File: config.mk
export PLATFORM = sky130hd
export DESIGN_NAME = lsb_serializer
export DESIGN_NICKNAME = d
export VERILOG_FILES = /design/src/rtl/lsb_serializer.sv
export SDC_FILE = /design/constraint.sdc
export NUM_CORES = 1
export LEC_CHECK = 0
export BUFFER_PORTS_ARGS = -buffer_cell sky130_fd_sc_hd__buf_4
export CORE_AREA = 2 2 39 41
export CTS_BUF_LIST = sky130_fd_sc_hd__clkbuf_8
export CTS_CLUSTER_DIAMETER = 60
export CTS_CLUSTER_SIZE = 25
export DETAILED_ROUTE_END_ITERATION = 8
export DIE_AREA = 0 0 41 43
export PLACE_DENSITY_LB_ADDON = 0.15
export SETUP_SLACK_MARGIN = 0.2
export SLEW_MARGIN = 30
export SYNTH_ARGS = -nofsm -noshare
export SYNTH_HDL_FRONTEND = slang
export SYNTH_SLANG_ARGS = --single-unit
export TNS_END_PERCENT = 10
File: constraint.sdc
create_clock -name clk -period 1.5 [get_ports clk]
set_input_delay 0.3 -clock clk [delete_from_list [all_inputs] [get_ports clk]]
set_output_delay 0.3 -clock clk [all_outputs]
set_load 0.005 [all_outputs]
File: src/rtl/lsb_serializer.sv
// LSB-first parallel-to-serial feeder with valid/ready input, a one-word
// pending buffer for gapless back-to-back words, and word framing strobes.
module lsb_serializer #(
  parameter int WIDTH = 4
) (
  input  logic             clk,
  input  logic             clr,
  input  logic [WIDTH-1:0] p_in,
  input  logic             in_valid,
  output logic             in_ready,
  output logic             s_out,
  output logic             s_valid,
  output logic             word_start,
  output logic             word_done,
  output logic             busy
);

  localparam int CW = $clog2(WIDTH);

  localparam logic [0:0] IDLE  = 1'b0;
  localparam logic [0:0] SHIFT = 1'b1;

  logic [0:0]       state;
  logic [WIDTH-1:0] shreg;
  logic [WIDTH-1:0] pend;
  logic [CW-1:0]    bitcnt;
  logic             pend_valid;
  logic             accept;
  logic             last_bit;

  assign accept   = in_valid && in_ready;
  assign last_bit = (bitcnt == CW'(WIDTH - 1));

  // Word sequencing: load, shift, and hand over to the pending or incoming word
  always_ff @(posedge clk or posedge clr) begin
    if (clr) begin
      state      <= IDLE;
      shreg      <= {WIDTH{1'b0}};
      pend       <= {WIDTH{1'b0}};
      bitcnt     <= {CW{1'b0}};
      pend_valid <= 1'b0;
    end else begin
      case (state)
        IDLE: begin
          if (accept) begin
            shreg  <= p_in;
            bitcnt <= {CW{1'b0}};
            state  <= SHIFT;
          end
        end
        SHIFT: begin
          if (!last_bit) begin
            shreg  <= shreg >> 1;
            bitcnt <= bitcnt + CW'(1);
            if (accept) begin
              pend       <= p_in;
              pend_valid <= 1'b1;
            end
          end else if (pend_valid) begin
            // accept cannot coincide here: in_ready is low while pending is full
            shreg      <= pend;
            pend_valid <= 1'b0;
            bitcnt     <= {CW{1'b0}};
          end else if (accept) begin
            shreg  <= p_in;
            bitcnt <= {CW{1'b0}};
          end else begin
            bitcnt <= {CW{1'b0}};
            state  <= IDLE;
          end
        end
        default: begin
          state <= IDLE;
        end
      endcase
    end
  end

  // Output decode straight from registered state
  always_comb begin
    in_ready   = !clr && !pend_valid;
    s_valid    = (state == SHIFT);
    s_out      = (state == SHIFT) && shreg[0];
    word_start = (state == SHIFT) && (bitcnt == {CW{1'b0}});
    word_done  = (state == SHIFT) && last_bit;
    busy       = (state == SHIFT) || pend_valid;
  end

endmodule

==> results.yml <==
detailed_routing:
  remaining_drc_errors: 0
  ant_nets: 0
  vias: 526
  drtPass1Iterations: 3
  finalWirelength_mm: 1.34
  drt-initial-drc-count: 4
  viasPerCell: 5.21
  wl_per_cell_um: 13.3
clock_network:
  cts_tree: "done"
  path_clk_slew_ns: 0.05
  holdBufCountCts: 0
  cts_buffers: 3
  clkLatencyLatePin_ns: 0.24
  cts.htree.levels: 1
  root_buffer: "clkbuf_8"
  cts.sinks: 12
  clock_path_buffers: 2
power_and_ir_drop:
  power.total_w: 0.00187
  p_int_w: 0.00125
  seqPwrFrac: 0.314
  clockPowerShare: 0.154
  p_switching_w: 0.000619
  comb_power_share: 0.532
  p_per_area_nw_per_um2: 1980
  leakage_nw: 0.469
  vdd_ir_drop_max_uv: 1080
  switching_share: 0.332
critical_path:
  cp_max_fo: 3
  r2r_end: "bitcnt[0]"
  start_kind: "flop"
  crit_arrival_ns: 1.12
  end_kind: "output pin"
  required_ns: 1.20
  ff2ff_path_depth: 5
  path_class: "flop to output pin"
  reg2reg_from: "pend_valid"
  reg2reg_slack_ns: 0.10
synth:
  syn_avg_cell_area_um2: 11.2
  yosysWarnings: 0
  syn-num-nets: 69
  synth.top_cells.by_area: "dfrtp_1 (45%), mux2_4 (9.0%), mux2i_1 (7.5%)"
  yosysSeqAreaShare: 0.448
  synth_edf_count: 0
  synth_largest_area_cell: "dfrtp_1"
  yosys_register_bits: 12
  synth_cells: 60
  post-synth-top-count-cell: "dfrtp_1"
  synth_flop_cell: "dfrtp_1"
  syn_area_um2: 671
  synthTopCellsByCount: "dfrtp_1 (12), inv_1 (7), mux2i_1 (5), mux2_4 (4)"
  synthDominantCellAreaShare: 0.448
  synthArstFlopShare: 1.00
  ys_types: 25
layout:
  final_nets: 96
  fin_area_um2: 940
  fin_util: 0.679
  multi_input_area_um2: 353
  syn2layout_area_growth_pct: 40.1
  seqCellArea_um2: 300
  nFillCells: 110
  antenna_cells: 0
  layout.cells.non_filler: 101
  drive_gt1_frac: 0.482
timing:
  period_minus_slack_ns: 1.42
  timing.setup.tns_ns: 0
  finClkSkew_ns: 0.00475
  clock.fmax_ghz: 0.706
  slew_headroom: 0.783
  finalSetupViolations: 0
  tightestPinTransition_ns: 0.325
  fin_crit_sh: 0.944
  rsz0062_at_grt: "true"
  drv_slew: 0
  hold_viol_final: 0
floorplan:
  core_region_area_um2: 1380
  die_y_um: 43
  fp-row-count: 14
  dieArea_um2: 1760
  initial_utilization: 0.485
  ios: 13
  die_w_um: 41
placed_design:
  dp.cells: 92
  routabilityCongestion: 0.748
  place_area_um2: 811
  hpwl_um: 925
  numPortBuffers: 12
global_routing:
  grt_pass1_wl_mm: 2.28
  grt.total_usage: 0.193
  grt_max_degree: 13
  grt-ovfl-total: 0
  antenna_found_initial: 0
  grt_pass1_vias: 523
status:
  status: "completed"
min_path:
  hold_class: "primary input to async pin"
job:
  drv_cap: 0
[worst max-delay path, cell delays in order (launching register included)]
cell     delay [ns]
dfrtp_1        0.42
ha_4           0.19
and2_1         0.15
buf_4          0.13
[cell families after synthesis]
group	share of synthesized area
mux	0.181
fa+ha+maj	0.0373
flops	0.448
buf+inv	0.0616
compound gates	0.114
simple gates	0.159
[sequential cells by signal (all words and copies together) (netlist names)]
name / cells
pend_valid: 1
shreg: 4
s_valid: 1
pend: 4
bitcnt: 2
[power groups by stage]
| stage | Sequential [W] | Clock (W) | Combinational (W) |
|---|---|---|---|
| floorplan | 0.000554 | 0 | 0.000563 |
| global placement | 0.000574 | 0 | 0.000795 |
| detailed placement | 0.000578 | 0 | 0.000803 |
| CTS | 0.000568 | 0.000295 | 0.000953 |
| global route | 0.000603 | 0.000313 | 0.00110 |
| finish | 0.000585 | 0.000288 | 0.000992 |
[cells in the final DEF (no fill, tap or decap)]
cell	instances
ha_2	1
mux2i_1	5
buf_6	5
a21oi_1	1
a31oi_1	1
ha_4	1
or2_4	1
clkbuf_8	3
a21boi_1	1
o21ai_0	3
nand2_1	1
or2_1	1
nand2b_1	1
and2_1	2
inv_1	6
nor2b_2	1
and2_4	1
nor2_1	3
inv_2	1
nor3b_4	1
o2bb2ai_1	3
a21o_2	1
nand2_4	1
dfrtp_1	12
mux2_4	5
o31ai_1	1
buf_4	19
nand3_1	3
[metal layers]
metal  GRT usage  share of wire  vias up
met5           0              0        -
met4      0.0800          0.011        0
met3      0.0314          0.031        4
met2       0.297           0.51       12
met1       0.260           0.45      257
li1            -              -      253
[repair_timing]
| action | CTS | global route |
|---|---|---|
| gates cloned | 0 | 0 |
| setup endpoints to repair | 13 | 15 |
| setup buffers | 6 | 0 |
| gates resized for setup | 7 | 5 |
| pin swaps | 1 | 5 |
[how the worst max path moves through the flow]
| stage | startpoint | to | slack, ns | cells after the start |
|---|---|---|---|---|
| 6_report | bitcnt[1] | word_done | 0.08 | 3 |
| 5_1_grt | pend_valid | shreg[2] | 0.03 | 5 |
| 4_1_cts | pend_valid | bitcnt[0] | 0.07 | 5 |
| 3_5_place_dp | clr | shreg[1] | 0.11 | 5 |
| 2_1_floorplan | pend_valid | pend[0] | 0.13 | 4 |
| 3_3_place_gp | bitcnt[0] | pend[0] | 0.11 | 4 |
[layout make-up]
cell class                 count  area share
timing repair buffer          24       0.212
multi-input combinational     39       0.375
sequential                    12       0.320
tap                           16      0.0213
clock buffer                   3      0.0439
inverter                       7      0.0280
[through the flow]
step | setup slack [ns] | hold slack [ns]
6_report | 0.0836 | 0.107
5_1_grt | 0.0336 | 0.120
4_1_cts | 0.0704 | 0.109
3_5_place_dp | 0.114 | 0.361
3_3_place_gp | 0.112 | 0.371
2_1_floorplan | 0.130 | 0.173
(Power assumes the default switching activity.)
